`config.mk`:
```
export PLATFORM = sky130hd
export DESIGN_NAME = stack_unit
export DESIGN_NICKNAME = d
export VERILOG_FILES = /design/src/rtl/stack_pkg.sv /design/src/rtl/stack_ram.sv /design/src/rtl/stack_unit.sv
export SDC_FILE = /design/constraint.sdc
export NUM_CORES = 1
export LEC_CHECK = 0
export BUFFER_PORTS_ARGS = -buffer_cell sky130_fd_sc_hd__buf_2
export CORE_ASPECT_RATIO = 0.7
export CORE_MARGIN = 1.5
export CORE_UTILIZATION = 39
export CTS_BUF_LIST = sky130_fd_sc_hd__clkbuf_8
export CTS_CLUSTER_DIAMETER = 60
export DETAILED_ROUTE_END_ITERATION = 8
export PLACE_DENSITY = 0.58
export SYNTH_ARGS = -nofsm -noshare
export SYNTH_HDL_FRONTEND = slang
export SYNTH_SLANG_ARGS = --single-unit
```
`constraint.sdc`:
```
create_clock -name clk -period 4.45 [get_ports clk]
set_clock_uncertainty 0.05 [all_clocks]
set_input_delay 1.335 -clock clk [delete_from_list [all_inputs] [get_ports clk]]
set_output_delay 1.335 -clock clk [all_outputs]
set_load 0.005 [all_outputs]
```
`src/rtl/stack_pkg.sv`:
```
// Shared op encoding and FSM state types for the stack unit.
package stack_pkg;

    typedef enum logic [2:0] {
        OP_NOP  = 3'd0,
        OP_PUSH = 3'd1,
        OP_POP  = 3'd2,
        OP_DUP  = 3'd3,
        OP_SWAP = 3'd4
    } op_e;

    typedef enum logic {
        ST_IDLE   = 1'b0,
        ST_REFILL = 1'b1
    } state_e;

endpackage

```
`src/rtl/stack_ram.sv`:
```
// Single-port spill RAM for stack entries below NOS: synchronous write, one-cycle read.
module stack_ram #(
    parameter int unsigned WIDTH   = 8,
    parameter int unsigned ENTRIES = 14,
    localparam int unsigned AW     = (ENTRIES > 1) ? $clog2(ENTRIES) : 1
) (
    input  logic             clk,
    input  logic             we_i,
    input  logic             re_i,
    input  logic [AW-1:0]    addr_i,
    input  logic [WIDTH-1:0] wdata_i,
    output logic [WIDTH-1:0] rdata_o
);

    logic [WIDTH-1:0] mem_q [ENTRIES];
    logic [WIDTH-1:0] rdata_q;

    always_ff @(posedge clk) begin
        if (we_i) begin
            mem_q[addr_i] <= wdata_i;
        end
        if (re_i) begin
            rdata_q <= mem_q[addr_i];
        end
    end

    assign rdata_o = rdata_q;

endmodule

```
`src/rtl/stack_unit.sv`:
```
// Hardware stack: TOS/NOS registers over a spill RAM, POP refills NOS in one extra cycle.
// Sticky overflow/underflow flags are built only when STACK_UNIT_ERR_EN is defined.
module stack_unit
    import stack_pkg::*;
#(
    parameter int unsigned WIDTH = 8,
    parameter int unsigned DEPTH = 16
) (
    input  logic                       clk,
    input  logic                       rst,
    input  logic [2:0]                 op,
    input  logic                       op_valid,
    input  logic [WIDTH-1:0]           din,
    output logic                       ready,
    output logic [WIDTH-1:0]           tos,
    output logic [WIDTH-1:0]           nos,
    output logic [$clog2(DEPTH+1)-1:0] count,
    output logic                       full,
    output logic                       empty,
    output logic                       ovf_err,
    output logic                       unf_err,
    input  logic                       err_clr
);

    localparam int unsigned CW    = $clog2(DEPTH + 1);
    localparam int unsigned RAM_N = DEPTH - 2;
    localparam int unsigned AW    = (RAM_N > 1) ? $clog2(RAM_N) : 1;

    state_e           state_q, state_d;
    logic [WIDTH-1:0] tos_q, tos_d;
    logic [WIDTH-1:0] nos_q, nos_d;
    logic [CW-1:0]    count_q, count_d;
    logic             ram_we_c, ram_re_c;
    logic [AW-1:0]    ram_addr_c;
    logic [WIDTH-1:0] ram_rdata;
    logic             ovf_set_c, unf_set_c;

    stack_ram #(
        .WIDTH   (WIDTH),
        .ENTRIES (RAM_N)
    ) u_ram (
        .clk     (clk),
        .we_i    (ram_we_c),
        .re_i    (ram_re_c),
        .addr_i  (ram_addr_c),
        .wdata_i (nos_q),
        .rdata_o (ram_rdata)
    );

    // Next-state: ops are taken only in IDLE; REFILL just loads NOS from the RAM.
    always_comb begin
        state_d    = state_q;
        tos_d      = tos_q;
        nos_d      = nos_q;
        count_d    = count_q;
        ram_we_c   = 1'b0;
        ram_re_c   = 1'b0;
        ram_addr_c = '0;
        ovf_set_c  = 1'b0;
        unf_set_c  = 1'b0;
        if (state_q == ST_REFILL) begin
            nos_d   = ram_rdata;
            state_d = ST_IDLE;
        end else if (op_valid) begin
            case (op)
                OP_PUSH, OP_DUP: begin
                    if (count_q == CW'(DEPTH)) begin
                        ovf_set_c = 1'b1;
                    end else if ((op == OP_DUP) && (count_q == '0)) begin
                        unf_set_c = 1'b1;
                    end else begin
                        if (count_q >= CW'(2)) begin
                            ram_we_c   = 1'b1;
                            ram_addr_c = AW'(count_q - CW'(2));
                        end
                        nos_d   = tos_q;
                        tos_d   = (op == OP_DUP) ? tos_q : din;
                        count_d = count_q + CW'(1);
                    end
                end
                OP_POP: begin
                    if (count_q == '0) begin
                        unf_set_c = 1'b1;
                    end else begin
                        tos_d   = (count_q == CW'(1)) ? '0 : nos_q;
                        count_d = count_q - CW'(1);
                        if (count_q >= CW'(3)) begin
                            ram_re_c   = 1'b1;
                            ram_addr_c = AW'(count_q - CW'(3));
                            state_d    = ST_REFILL;
                        end else begin
                            nos_d = '0;
                        end
                    end
                end
                OP_SWAP: begin
                    if (count_q < CW'(2)) begin
                        unf_set_c = 1'b1;
                    end else begin
                        tos_d = nos_q;
                        nos_d = tos_q;
                    end
                end
                default: ;
            endcase
        end
    end

    always_ff @(posedge clk) begin
        if (rst) begin
            state_q <= ST_IDLE;
            tos_q   <= '0;
            nos_q   <= '0;
            count_q <= '0;
        end else begin
            state_q <= state_d;
            tos_q   <= tos_d;
            nos_q   <= nos_d;
            count_q <= count_d;
        end
    end

`ifdef STACK_UNIT_ERR_EN
    logic ovf_q, unf_q;

    // Sticky flags; a new error in the same cycle wins over err_clr.
    always_ff @(posedge clk) begin
        if (rst) begin
            ovf_q <= 1'b0;
            unf_q <= 1'b0;
        end else begin
            if (ovf_set_c)    ovf_q <= 1'b1;
            else if (err_clr) ovf_q <= 1'b0;
            if (unf_set_c)    unf_q <= 1'b1;
            else if (err_clr) unf_q <= 1'b0;
        end
    end

    assign ovf_err = ovf_q;
    assign unf_err = unf_q;
`else
    logic unused_err;
    assign unused_err = ^{err_clr, ovf_set_c, unf_set_c};
    assign ovf_err    = 1'b0;
    assign unf_err    = 1'b0;
`endif

    assign ready = (state_q == ST_IDLE);
    assign tos   = tos_q;
    assign nos   = nos_q;
    assign count = count_q;
    assign full  = (count_q == CW'(DEPTH));
    assign empty = (count_q == '0);

endmodule

```
Word-level counts from Yosys, hierarchy flattened --
Memories as Yosys holds them, arrays and structs flattened. A register that Yosys moved wholly into a read port is not among the register bits. Index checks and enable logic that the tools add are counted.
Cells by class: add/subtract/negate cells 4, $lt $le $gt $ge 3, eq/ne operators 16, multiplexer cells 40, bitwise operators 1, reductions and logical operators 10
Operator list (count):
- 2-to-1 mux 8 bit | 13
- case mux 8 bit (3 select lines) | 2
- 2-to-1 mux 4 bit | 7
- 2-to-1 mux 5 bit | 3
- inequality test 3 bit (second input constant) | 5
- 2-to-1 mux 1 bit | 13
- >= comparator 5 x 2 -> 1 bit (second input constant) | 2
- inequality test 2 bit (second input constant) | 5
- case mux 5 bit (2 select lines) | 1
- case mux 4 bit (2 select lines) | 1
- AND reduction 8 bit | 1
- subtractor 4 x 2 -> 4 bit (second input constant) | 2
- AND reduction 7 bit | 1
- == test 3 x 2 -> 1 bit (second input constant) | 2
- AND reduction 6 bit | 1
- adder 5 x 1 -> 5 bit (second input constant) | 1
- == test 5 x 1 -> 1 bit (second input constant) | 1
- == test 5 bit (second input constant) | 1
- zero test 5 bit | 1
- less-than comparator 5 x 2 -> 1 bit (second input constant) | 1
- subtractor 5 x 1 -> 5 bit (second input constant) | 1
- nonzero test 2 bit | 2
- nonzero test 4 bit | 1
- == test 3 x 1 -> 1 bit (second input constant) | 1
- 5 further kinds | 5
Word-level totals: bits in registers 22, RAM bits 112, output and inout port bits 26, logic and storage cells 79, memories 1
Memories:
- u_ram.mem_q | depth 14, bits a word 8, read ports 1, clocked after memory_dff 1, wr ports 1, line stack_ram.sv:15 | logic [WIDTH-1:0] mem_q [ENTRIES];

Depth between registers and ports, before layout --
depth after elaboration 9, depth in mapped cells 12

Hierarchy --
A second synthesis with hierarchy kept.
Unflattened totals: cells, all modules 412, area, all modules 6216.0 sq um
By module, submodules not included:
- stack_ram | instances 1, cells an instance 210, area each 4586.9 sq um
- stack_unit | instances 1, cells an instance 202, area each 1629.1 sq um

Least setup slack after synthesis --
Ideal clock, no wire load.
kind input to register, start point input op[2], end point memory u_ram.mem_q[8][0], enable pin, setup time 0.385 ns, arrival 3.654 ns, setup slack 0.361 ns, stages on the path 9, path through buf_2 or3b_1 buf_2 o22ai_4 nand2b_1 a32o_1 nor3_4 inv_2 nor3b_1
On the way: longest elaborated chain between the ends 9, elaborated cells on any way between the ends 17
RTL lines:
- start, declared | line stack_unit.sv:11 | input logic [2:0] op,
- == test 3 x 2 -> 1 bit | line stack_unit.sv:65, stack_unit.sv:69
- logical AND 1 bit | line stack_unit.sv:69 | end else if ((op == OP_DUP) && (count_q == '0)) begin
- 2-to-1 mux 1 bit | line stack_unit.sv:69
- 2-to-1 mux 1 bit | line stack_unit.sv:67 | if (count_q == CW'(DEPTH)) begin
- 2-to-1 mux 1 bit | line stack_unit.sv:65 | case (op)
- 2-to-1 mux 1 bit | line stack_unit.sv:64 | end else if (op_valid) begin
- 2-to-1 mux 1 bit | line stack_unit.sv:61 | if (state_q == ST_REFILL) begin
- 2-to-1 mux 1 bit | line stack_ram.sv:19 | if (we_i) begin
- 2-to-1 mux 1 bit (implied by the code) | line stack_ram.sv:20 | mem_q[addr_i] <= wdata_i;
- end, declared | line stack_ram.sv:15
Parallel ways exist; a longest one is shown, timed or not.

Worst setup path in the final report --
start point register count_q[1], in the netlist count[1], end point register u_ram.rdata_q[4], in the netlist u_ram.rdata_o[4] (read register of u_ram.mem_q), data pin
On the way: longest elaborated chain between the ends 7, elaborated cells on any way between the ends 20
RTL lines:
- start, declared | line stack_unit.sv:32 | logic [CW-1:0] count_q, count_d;
- start signal, assigned | line stack_unit.sv:119 | count_q <= count_d;
- subtractor 4 x 2 -> 4 bit, or another cell as far along | line stack_unit.sv:74 | ram_addr_c = AW'(count_q - CW'(2));
- 2-to-1 mux 4 bit / logical AND 1 bit (equally long branches) | line stack_unit.sv:72, stack_unit.sv:69
- 2-to-1 mux 4 bit | line stack_unit.sv:69
- 2-to-1 mux 4 bit | line stack_unit.sv:67
- case mux 4 bit (2 select lines) | line stack_unit.sv:65
- 2-to-1 mux 4 bit | line stack_unit.sv:64
- 2-to-1 mux 4 bit | line stack_unit.sv:61
- end, declared | line stack_ram.sv:16 | logic [WIDTH-1:0] rdata_q;
Parallel ways exist; a longest one is shown, timed or not. A chain may end at the register's enable or synchronous reset.

==> results.ini <==
[worst_setup_path]
worstPathCellList = inv_1, ha_1, or4b_4, o22ai_4, a31o_2, o311ai_4, a22o_1, o21ai_0, nand4_1
critPathBufInv = 1
critPathLaunchType = flip-flop
cp_top_family = compound AO/OA/AOI/OAI gates
worstPathRequired_ps = 4550
reg2reg_from = count[1]
reg2reg_depth = 9
worstSetupEndpoint = u_ram.rdata_o[4]
r2r_slack_ps = 590
cp-startpoint = count[1]
cp.arrival_ps = 3950
critical_path_class = reg -> reg
cpMaxStageDelayCell = or4b_4
max_stage_delay_ps = 570
crit_cells = 9
cp_max_fo = 25
endpoint_kind = flip-flop
r2r-end = u_ram.rdata_o[4]

[clock_network]
cts_tree = built
cts.clk_slew.worst_paths_ps = 80
ctsRootBufferMaster = clkbuf_8
cts.sinks = 142
cts.htree.levels = 4
clk_path_buf_depth = 2
cts_buffers = 17
clk_latency_ps = 440
ctsResizeCount = 0
cts_hold_buf = 0
post_cts_buffers = 0

[yosys]
yosysUniqueCellTypes = 58
synth-edff-count = 120
yosysTopAreaCellShare = 0.5722
synthTopCellsByArea = edfxtp_1 57%, dfxtp_1 7.0%, mux2i_1 5.4%
yosysTopAreaCell = edfxtp_1
syn_avg_cell_area_um2 = 13.63
async_flop_share = 0
synthFlopType = edfxtp_1
ys_warn_count = 0
yosys_register_bits = 142
synth_cells = 462
syn_area_mm2 = 0.006297
seq_area_frac_synth = 0.6422

[die]
rows = 38
die_w_um = 154.9
die_h_um = 109.3
core_area_mm2 = 0.01564
start_util = 0.4026
dieArea_mm2 = 0.01693
boundaryPins = 41

[sta]
fin_crit_ps = 3856
setup_violations = 0
grt_setup_unrepaired = no
slew_headroom = 0.2251
hold-worst-slack_ps = 470.1
worst_slack_ps = 593.6
hold_viol = 0
worstMarginPinSlew_ps = 1160
max_freq_mhz = 259.3
post-route-period-util = 0.8666
drv_slew = 0
fin_tns_setup_ps = 0

[grt]
grt_pass1_vias = 3916
grt_pass1_wl_mm = 23.00
antenna_found_initial = 0
track_usage = 0.1874
grt_overflow = 0
grt_max_degree = 26

[run]
drv_cap = 0

[placed_design]
port_buffers = 37
dp_hpwl_mm = 10.20
place.gp.congestion = 0.8509
place_ws_ps = 182.9

[power]
vdd_drop_max_mv = 0.1685
power_density_mw_per_mm2 = 363.1
leakage_nw = 2.719

[route]
drc = 0
num_vias = 4063
met3_wirelength_mm = 1.244
wl_per_cell_um = 20.34
route.met2.wl_mm = 6.460
top_layer_used = met4
drt_wl_total_mm = 14.99
avgViaCountPerCell = 5.513
drt_iter0_drc = 422
ant_nets = 0
first_pass_iters = 5
wirelength_met1_mm = 7.173

[cells_and_area]
mostFrequentLayoutCells = 120 x edfxtp_1, 42 x nor2_1, 37 x buf_2
nets = 548
num-fill-cells = 1387
final_common_cell = edfxtp_1
drive_above_1_share = 0.2253
area_growth_pct = 14.60
n_antenna_cell = 0

[status]
status = finished clean

[min_path]
hold_path.class = reg -> reg

## power by group
group | switching (mW) | internal (mW) | leakage (nW)
clock network | 0.479 | 0.542 | 0.202
logic | 0.0920 | 0.0569 | 1.23
registers | 0.0124 | 1.44 | 1.29
total | 0.583 | 2.04 | 2.72
## sequential cells by signal, indices dropped and copies added (netlist names)
register       cells
u_ram.mem_q      112
state_q            1
count              5
u_ram.rdata_o      8
tos                8
nos                8
## cell families after synthesis
family / count (synthesis) / synth area share
buf+inv: 34 / 0.02742
mux: 34 / 0.05404
simple gates: 136 / 0.1220
xor+xnor: 5 / 0.006954
other cells: 1 / 0.0005955
compound gates: 101 / 0.1290
fa+ha+maj: 9 / 0.01788
flops: 142 / 0.6422
## per-stage QoR
stage	utilization	instance area, µm²	power (mW)	instances
after global placement	0.4364	6827	1.627	705
after detailed placement	0.4364	6827	1.629	705
final	0.4614	7217	2.621	737
after CTS	0.4614	7217	2.639	737
after floorplan	-	6301	1.579	463
after global routing	0.4614	7217	2.715	737
## worst min-delay path by stage
stage                 from  endpoint  depth (start not counted)
floorplan           tos[5]    tos[5]                          2
global placement    tos[0]    tos[0]                          2
detailed placement  tos[0]    tos[0]                          2
CTS                 tos[0]    tos[0]                          2
global route        tos[2]    tos[2]                          2
finish              tos[0]    tos[0]                          2
## Yosys cell counts (all sizes together) (2+ instances only)
library cell and number:
nand2b 4, a32oi 2, a22o 19, buf 19, a221oi 13, a21oi 9, nor3b 5, a32o 2
or3b 9, o211ai 5, mux2i 34, clkbuf 7, xnor2 5, nand4 7, o21ai 28, dfxtp 22
inv 6, or3 2, ha 9, nor3 12, or2 7, a21o 3, a311oi 8, nand2 16
nor2 42, clkinv 2, and2 5, a31oi 3, edfxtp 120, nand3 8, nor2b 14, and3 3
## layer usage
layer / vias up / global-route usage
met5: - / 0
met4: 0 / 0.04533
met3: 11 / 0.05321
met2: 127 / 0.2742
met1: 2030 / 0.2749
li1: 1895 / -
## worst min-delay path, delay by kind of cell, from the launching register on
family        cells  cell delay [ps]
flops             1              330
simple gates      2              150
## area by class of cell
| class | instances | area (µm²) | share of cell area |
|---|---|---|---|
| inverters | 8 | 30.03 | 0.004161 |
| clock buffers | 17 | 234.0 | 0.03242 |
| well taps | 200 | 250.2 | 0.03467 |
| multi-input cells | 287 | 2085 | 0.2888 |
| flip-flops and latches | 142 | 4044 | 0.5603 |
| repair buffers | 68 | 417.9 | 0.05791 |
| clock inverters | 15 | 156.4 | 0.02167 |
Power figures use the tool's default switching activity.
